===== src/rtl/ws2812_pixel_gen.sv =====
// Pixel source for a WS2812 serializer: one GRB word per LED per frame,
// rainbow hue wheel across the strip with a triangle brightness envelope.
module ws2812_pixel_gen #(
    parameter int LED_NUM     = 8,
    parameter int CLK_FRE     = 27_000_000,
    parameter int FRAME_HZ    = 50,
    parameter int HUE_STEP    = 32,
    parameter int BRIGHT_STEP = 8
) (
    input  logic        clk,
    input  logic        rst_n,
    input  logic        en,
    output logic [23:0] pix_data,
    output logic        pix_valid,
    input  logic        pix_ready,
    output logic        pix_last,
    output logic        frame_busy,
    output logic        frame_drop
);

    localparam int FRAME_PERIOD = CLK_FRE / FRAME_HZ;
    localparam int TW = (FRAME_PERIOD > 1) ? $clog2(FRAME_PERIOD) : 1;
    localparam int IW = (LED_NUM > 1) ? $clog2(LED_NUM) : 1;
    localparam logic [TW-1:0] TIMER_LAST = TW'(FRAME_PERIOD - 1);
    localparam logic [IW-1:0] LAST_IDX   = IW'(LED_NUM - 1);
    localparam logic [7:0]    STEP8      = 8'(BRIGHT_STEP);

    typedef enum logic { IDLE, SEND } state_t;
    typedef enum logic { DIR_UP, DIR_DOWN } dir_t;

    // Hue wheel: three linear segments of 85 steps, then scaled by brightness.
    function automatic logic [23:0] color(input logic [7:0] hue_base,
                                          input logic [IW-1:0] i,
                                          input logic [7:0] br);
        logic [31:0] off;
        logic [7:0]  h, k, k3, r, g, b;
        logic [15:0] pr, pg, pb;
        off = 32'(i) * 32'(HUE_STEP);
        h   = hue_base + off[7:0];
        if (h < 8'd85) begin
            k = h;
        end else if (h < 8'd170) begin
            k = h - 8'd85;
        end else begin
            k = h - 8'd170;
        end
        k3 = {k[6:0], 1'b0} + k;
        if (h < 8'd85) begin
            r = 8'd255 - k3; g = k3;           b = 8'd0;
        end else if (h < 8'd170) begin
            r = 8'd0;        g = 8'd255 - k3;  b = k3;
        end else begin
            r = k3;          g = 8'd0;         b = 8'd255 - k3;
        end
        pr = {8'd0, r} * {8'd0, br};
        pg = {8'd0, g} * {8'd0, br};
        pb = {8'd0, b} * {8'd0, br};
        return {pg[15:8], pr[15:8], pb[15:8]};
    endfunction

    state_t        state_q, state_d;
    dir_t          dir_q, dir_d;
    logic [TW-1:0] timer_q, timer_d;
    logic [IW-1:0] idx_q, idx_d;
    logic [7:0]    base_hue_q, base_hue_d;
    logic [7:0]    bright_q, bright_d;
    logic [23:0]   pix_data_q, pix_data_d;
    logic          pix_valid_q, pix_valid_d;
    logic          pix_last_q, pix_last_d;
    logic          frame_busy_q, frame_busy_d;
    logic          frame_drop_q, frame_drop_d;

    logic          tick;
    logic [IW-1:0] idx_next;
    logic [8:0]    up_sum;
    logic [23:0]   next_color;

    assign tick     = (timer_q == TIMER_LAST);
    assign idx_next = idx_q + 1'b1;
    assign up_sum   = {1'b0, bright_q} + {1'b0, STEP8};

    // NOTE: every *_d gets a default before any branch, so no latch can be inferred.
    always_comb begin
        state_d      = state_q;
        dir_d        = dir_q;
        timer_d      = tick ? '0 : timer_q + 1'b1;
        idx_d        = idx_q;
        base_hue_d   = base_hue_q;
        bright_d     = bright_q;
        pix_data_d   = pix_data_q;
        pix_valid_d  = pix_valid_q;
        pix_last_d   = pix_last_q;
        frame_drop_d = 1'b0;
        next_color   = color(base_hue_q, (state_q == SEND) ? idx_next : '0, bright_q);

        case (state_q)
            IDLE: begin
                if (tick && en) begin
                    idx_d       = '0;
                    pix_data_d  = next_color;
                    pix_valid_d = 1'b1;
                    pix_last_d  = (LED_NUM == 1);
                    state_d     = SEND;
                end
            end
            SEND: begin
                // A tick that lands mid-frame is dropped, not queued.
                if (tick) begin
                    frame_drop_d = 1'b1;
                end
                if (pix_valid_q && pix_ready) begin
                    if (pix_last_q) begin
                        pix_valid_d = 1'b0;
                        pix_last_d  = 1'b0;
                        state_d     = IDLE;
                        base_hue_d  = base_hue_q + 8'd1;
                        if (dir_q == DIR_UP) begin
                            if (up_sum >= 9'd255) begin
                                bright_d = 8'd255;
                                dir_d    = DIR_DOWN;
                            end else begin
                                bright_d = up_sum[7:0];
                            end
                        end else begin
                            if (bright_q <= STEP8) begin
                                bright_d = 8'd0;
                                dir_d    = DIR_UP;
                            end else begin
                                bright_d = bright_q - STEP8;
                            end
                        end
                    end else begin
                        idx_d      = idx_next;
                        pix_data_d = next_color;
                        pix_last_d = (idx_next == LAST_IDX);
                    end
                end
            end
            default: state_d = IDLE;
        endcase

        frame_busy_d = (state_d == SEND);
    end

    // NOTE: sequential state uses non-blocking assignments; reset is asynchronous.
    always_ff @(posedge clk or negedge rst_n) begin
        if (!rst_n) begin
            state_q      <= IDLE;
            dir_q        <= DIR_UP;
            timer_q      <= '0;
            idx_q        <= '0;
            base_hue_q   <= '0;
            bright_q     <= '0;
            pix_data_q   <= '0;
            pix_valid_q  <= 1'b0;
            pix_last_q   <= 1'b0;
            frame_busy_q <= 1'b0;
            frame_drop_q <= 1'b0;
        end else begin
            state_q      <= state_d;
            dir_q        <= dir_d;
            timer_q      <= timer_d;
            idx_q        <= idx_d;
            base_hue_q   <= base_hue_d;
            bright_q     <= bright_d;
            pix_data_q   <= pix_data_d;
            pix_valid_q  <= pix_valid_d;
            pix_last_q   <= pix_last_d;
            frame_busy_q <= frame_busy_d;
            frame_drop_q <= frame_drop_d;
        end
    end

    assign pix_data   = pix_data_q;
    assign pix_valid  = pix_valid_q;
    assign pix_last   = pix_last_q;
    assign frame_busy = frame_busy_q;
    assign frame_drop = frame_drop_q;

endmodule


===== config.mk =====
export PLATFORM = sky130hd
export DESIGN_NAME = ws2812_pixel_gen
export DESIGN_NICKNAME = d
export VERILOG_FILES = /design/src/rtl/ws2812_pixel_gen.sv
export SDC_FILE = /design/constraint.sdc
export NUM_CORES = 1
export LEC_CHECK = 0
export ABC_AREA = 1
export BUFFER_PORTS_ARGS = -buffer_cell sky130_fd_sc_hd__buf_4
export CAP_MARGIN = 5
export CORE_MARGIN = 2
export CORE_UTILIZATION = 55
export CTS_BUF_LIST = sky130_fd_sc_hd__clkbuf_8
export CTS_CLUSTER_SIZE = 30
export DETAILED_ROUTE_END_ITERATION = 6
export GPL_TIMING_DRIVEN = 0
export PLACE_DENSITY = 0.84
export SYNTH_ARGS = -nofsm -noshare
export SYNTH_HDL_FRONTEND = slang
export SYNTH_SLANG_ARGS = --single-unit

===== constraint.sdc =====
create_clock -name clk -period 10.4 [get_ports clk]
set_input_delay 1.56 -clock clk [delete_from_list [all_inputs] [get_ports clk]]
set_output_delay 1.56 -clock clk [all_outputs]
set_load 0.01 [all_outputs]

### Yosys cells after proc, flatten, opt, wreduce, memory -nomap -nowiden

Index checks and enable logic that the tools add are counted.

| operators by class | value |
|---|---|
| add/sub/neg operators | 10 |
| magnitude comparators | 4 |
| eq/ne operators | 6 |
| muxes and demuxes | 38 |
| multiply operators | 3 |
| bitwise logic cells | 1 |
| reduce and logical (&&, ||, !) cells | 6 |

Operator list:

| kind | count |
|---|---|
| two-way mux 8 bit | 11 |
| two-way mux 24 bit | 3 |
| multiplier 8 x 8 -> 16 bit | 3 |
| case mux 24 bit (2 select lines) | 1 |
| adder 20 x 1 -> 20 bit (second input constant) | 1 |
| == test 20 bit (second input constant) | 1 |
| two-way mux 20 bit | 1 |
| adder 8 bit | 2 |
| two-way mux 1 bit | 14 |
| two-way mux 3 bit | 4 |
| adder 8 x 4 -> 9 bit (second input constant) | 1 |
| greater-or-equal comparator 9 x 8 -> 1 bit (second input constant) | 1 |
| AND reduction 3 bit | 3 |
| adder 8 x 1 -> 8 bit (second input constant) | 1 |
| <= comparator 8 x 4 -> 1 bit (second input constant) | 1 |
| less-than comparator 8 x 7 -> 1 bit (second input constant) | 1 |
| less-than comparator 8 bit (second input constant) | 1 |
| subtractor 8 x 4 -> 8 bit (second input constant) | 1 |
| subtractor 8 x 7 -> 8 bit (second input constant) | 1 |
| subtractor 8 bit (first input constant) | 1 |
| subtractor 8 bit (second input constant) | 1 |
| != test 2 bit (second input constant) | 3 |
| case mux 1 bit (2 select lines) | 3 |
| case mux 3 bit (2 select lines) | 1 |
| 6 further kinds | 7 |

| word-level totals | value |
|---|---|
| input bits | 4 |
| register bits | 68 |
| word-level logic and storage cells | 78 |
| output and inout bits | 28 |

### Longest topological paths before layout

| logic depth | value |
|---|---|
| word-level depth | 14 |
| gate-level depth with buffers | 47 |
| gate-level depth less buffers | 47 |

### Least setup slack after synthesis

No wires, ideal clock.

| timing path | value |
|---|---|
| kind | register -> register |
| start point | register frame_busy (netlist name) |
| end point | register pix_data_q[15] (netlist: pix_data[15]) |
| data required time | 10282 ps |
| buffers on the path | 2 |
| setup time | 118 ps |
| period minus slack after synthesis | 7418 ps |
| slack | 2982 ps |
| stages on the path, launching flop included | 40 |
| arrival | 7301 ps |
| cell sequence | dfrtp_1 -> inv_1 -> nor2_1 -> ha_1 -> fa_1 -> inv_1 -> nand2_1 -> nand2_1 -> nand2_1 -> nand2_2 -> clkinv_2 -> nand2_8 -> buf_8 -> buf_4 -> o21ai_0 -> nor2_1 -> xor2_1 -> ha_1 -> [... 4 more ...] -> nand2_1 -> nand3_2 -> nand2_2 -> nand2_2 -> nor2_1 -> fa_1 -> fa_1 -> fa_1 -> inv_1 -> fa_1 -> inv_1 -> ha_1 -> nand2_1 -> o21ai_0 -> a221oi_1 -> nand3_1 -> nand3_1 -> nand2_1 |

RTL lines:

| what | line | text |
|---|---|---|
| end signal: assignment | 166 | `pix_data_q <= pix_data_d;` |
| end: declaration | 67 | `logic [23:0] pix_data_q, pix_data_d;` |

==> results.tsv <==
stage	metric	value	unit
setup_path	crit_path_end_kind	flop	
synthesis	syn_nets	1628	
setup_path	crit_path_frequent_cell	nand2_1	
detailed_routing	dr.first_iter.drc_count	722	
placed_design	io_buffers	31	
synthesis	synth_area_leader_cell	fa_1	
synthesis	synth_edf_count	0	
sta	max_freq	0.117	GHz
cts	ctsHoldBuffers	0	
synthesis	yosysSeqAreaShare	15.7	%
detailed_routing	post_drt_wl_per_cell	15.3	µm
cts	cts.reportedPaths.clkPinSlew	90	ps
cts	htree_num_levels	3	
sta	layout_setup_ws	1850	ps
layout	seqCellArea	1650	µm²
cts	cts_tree	done	
detailed_routing	drc_errors	0	
setup_path	start_kind	flop	
synthesis	synthTopCellsByCount	284 x inv_1, 240 x nand2_1, 138 x nor2_1	
die	die_y	142	µm
detailed_routing	dr.pass1.iters	6	
layout	final.fill_count	1618	
run_status	outcome	complete, no violations	
pwr	power.density	48.3	nW/µm²
sta	period_minus_slack	8550	ps
synthesis	yosys-top-cells-area	fa_1 17%, ha_1 16%, dfrtp_1 16%	
placed_design	gp_congestion	0.995	
global_routing	grt_overflow	0	
cts	cts_root_buffer	clkbuf_8	
sta	rsz0062_at_grt	false	
synthesis	synthArstFlopShare	100	%
cts	post_cts_buffers	0	
synthesis	synthCells	1400	
synthesis	yosys.cell_count.top_type	inv_1	
sta	finalSetupViolations	0	
synthesis	synth_warnings	0	
synthesis	synth_area_per_cell	7.50	µm²
global_routing	grt_first_pass_wirelength	42700	µm
synthesis	ys_ff_latch	66	
synthesis	netlist.area_leader.share	17.0	%
detailed_routing	routed_wl	25700	µm
detailed_routing	vias	9222	
hold_path	hp-class	flop to flop	
die	rows	50	
global_routing	grt_max_degree	67	
synthesis	netlist_area	10500	µm²
die	die_area	20200	µm²
setup_path	cp_data_arrival_time	8890	ps
cts	clock_sinks	66	
sta	finClkSkew	16.4	ps
placed_design	hpwlAfterDp	20400	µm
sta	finalHoldViolCount	0	
cts	clk_latency	400	ps
setup_path	crit_fanout	10	
pwr	p_leak	6.43	nW
setup_path	required	10740	ps
detailed_routing	detail-route-antenna-nets	0	
cts	cts_resized	0	
run	drv_cap	0	
sta	slew_viol_final	0	
sta	setup_tns	0	ps
sta	max_slew.worst_pin.slew	875	ps
die	die_w	142	µm
layout	antenna_cells	0	
synthesis	synth_cell_type_count	58	
global_routing	grt_antenna_before_repair	0	
placed_design	post-place-ws	1930	ps
die	io_pins	32	
layout	area_delta_synth_final	7.22	%
setup_path	slowest_delay	550	ps
layout	multi_input_area	7580	µm²
pwr	peakVddDrop	0.0432	mV
die	initial_utilization	56.1	%
cts	cts_buffers	9	
layout	drive_gt1_share	10.4	%
detailed_routing	via_per_inst	5.49	
setup_path	worstSetupPathType	flop to flop	
layout	nets	1670	
global_routing	grt.total_usage	26.6	%
global_routing	grt_pass1_vias	9091	
cts	clockBufferDepth	2	
sta	slew_headroom	41.6	%
sta	min_period_over_period	82.2	%
die	core-area	18700	µm²
setup_path	crit_slowest_cell	fa_1	
synthesis	synth_flop_cell	dfrtp_1	
[stage by stage]
stage / util, % / hold slack [ps] / cells / cell area [µm²] / total power, mW
finish: 60.2 / 456 / 1681 / 11300 / 0.543
global route: 60.2 / 496 / 1681 / 11300 / 0.553
CTS: 60.2 / 462 / 1681 / 11300 / 0.545
detailed placement: 59.0 / 449 / 1665 / 11000 / 0.268
global placement: 59.0 / 442 / 1665 / 11000 / 0.268
floorplan: - / 424 / 1400 / 10500 / 0.262
[final timing paths]
check / start / endpoint / slack (ps) / depth (start not counted)
hold / removal: timer_q[0] / timer_q[0] / 460 / 1
min in group asynchronous: rst_n / bright_q[7] / 1280 / 1
hold reg to reg: timer_q[0] / timer_q[0] / 460 / 1
setup / recovery: frame_busy / pix_data[15] / 1850 / 40
setup reg to reg: frame_busy / pix_data[15] / 1850 / 40
max in group asynchronous: rst_n / pix_data[16] / 8550 / 1
[sequential cells by signal, summed over array words and instances, names as in the netlist]
name / flops
pix_valid: 1
dir_q: 1
pix_last: 1
pix_data: 24
base_hue_q: 8
bright_q: 6
idx_q: 3
timer_q: 20
frame_drop: 1
frame_busy: 1
[placed cells by master (no fill, tap or decap), types with 5 or more instances in the layout]
cell	netlist	routed
o21ai_0	55	55
buf_2	5	5
ha_1	135	135
nor2_1	138	138
o21ai_1	8	8
xnor2_1	11	11
a21oi_1	51	51
nand3_4	5	5
clkbuf_1	18	18
nand2_2	22	22
inv_1	284	284
fa_1	89	89
buf_4	2	33
nor4_1	7	7
dfrtp_1	66	66
o21bai_1	10	10
xor2_1	34	34
a31oi_1	6	6
nand4_1	21	21
nand3_1	81	81
nor2_2	13	13
clkbuf_8	0	9
nand2_1	240	240
nor3_1	11	11
nand3_2	16	16
inv_2	10	10
o21bai_2	6	6
[logic make-up after synthesis]
logic type	after synthesis	synth area share, %
adders and majority gates	224	33.0
DFF	66	15.7
xor gates and xnor gates	46	3.91
and+or+nand+nor	573	25.8
buffers and inverters	328	12.1
AOI/OAI and AO/OA	163	9.45
[where the power goes]
part	internal [mW]	total [mW]	switching [mW]	leakage [nW]
combinational	0.000701	0.00593	0.00522	5.46
sequential	0.256	0.256	0	0.845
clock	0.141	0.281	0.140	0.118
[worst max-delay path: cells and delay by family, from the launching register on]
family	cells	cell delay (ps)
AOI/OAI and AO/OA	5	1480
DFF	1	440
buffers and inverters	7	850
and+or+nand+nor	19	2140
adders and majority gates	8	3300
xor gates and xnor gates	1	260
[cell type report]
type / count / share of cell area [%]
multi-input cells: 1006 / 67.4
flip-flops and latches: 66 / 14.7
inverters: 298 / 9.94
well taps: 234 / 2.60
repair buffers: 31 / 2.07
plain buffers: 30 / 1.30
clock buffers: 9 / 1.10
clock inverters: 7 / 0.967
[layer usage]
layer,GRT usage (%),share of wire (%),up-vias
met3,3.47,6.3,66
met1,33.7,43,4355
met5,0,0,-
met4,10.5,3.0,0
met2,46.0,48,292
li1,-,-,4509
Note: power is estimated with default switching activity, not from simulation.
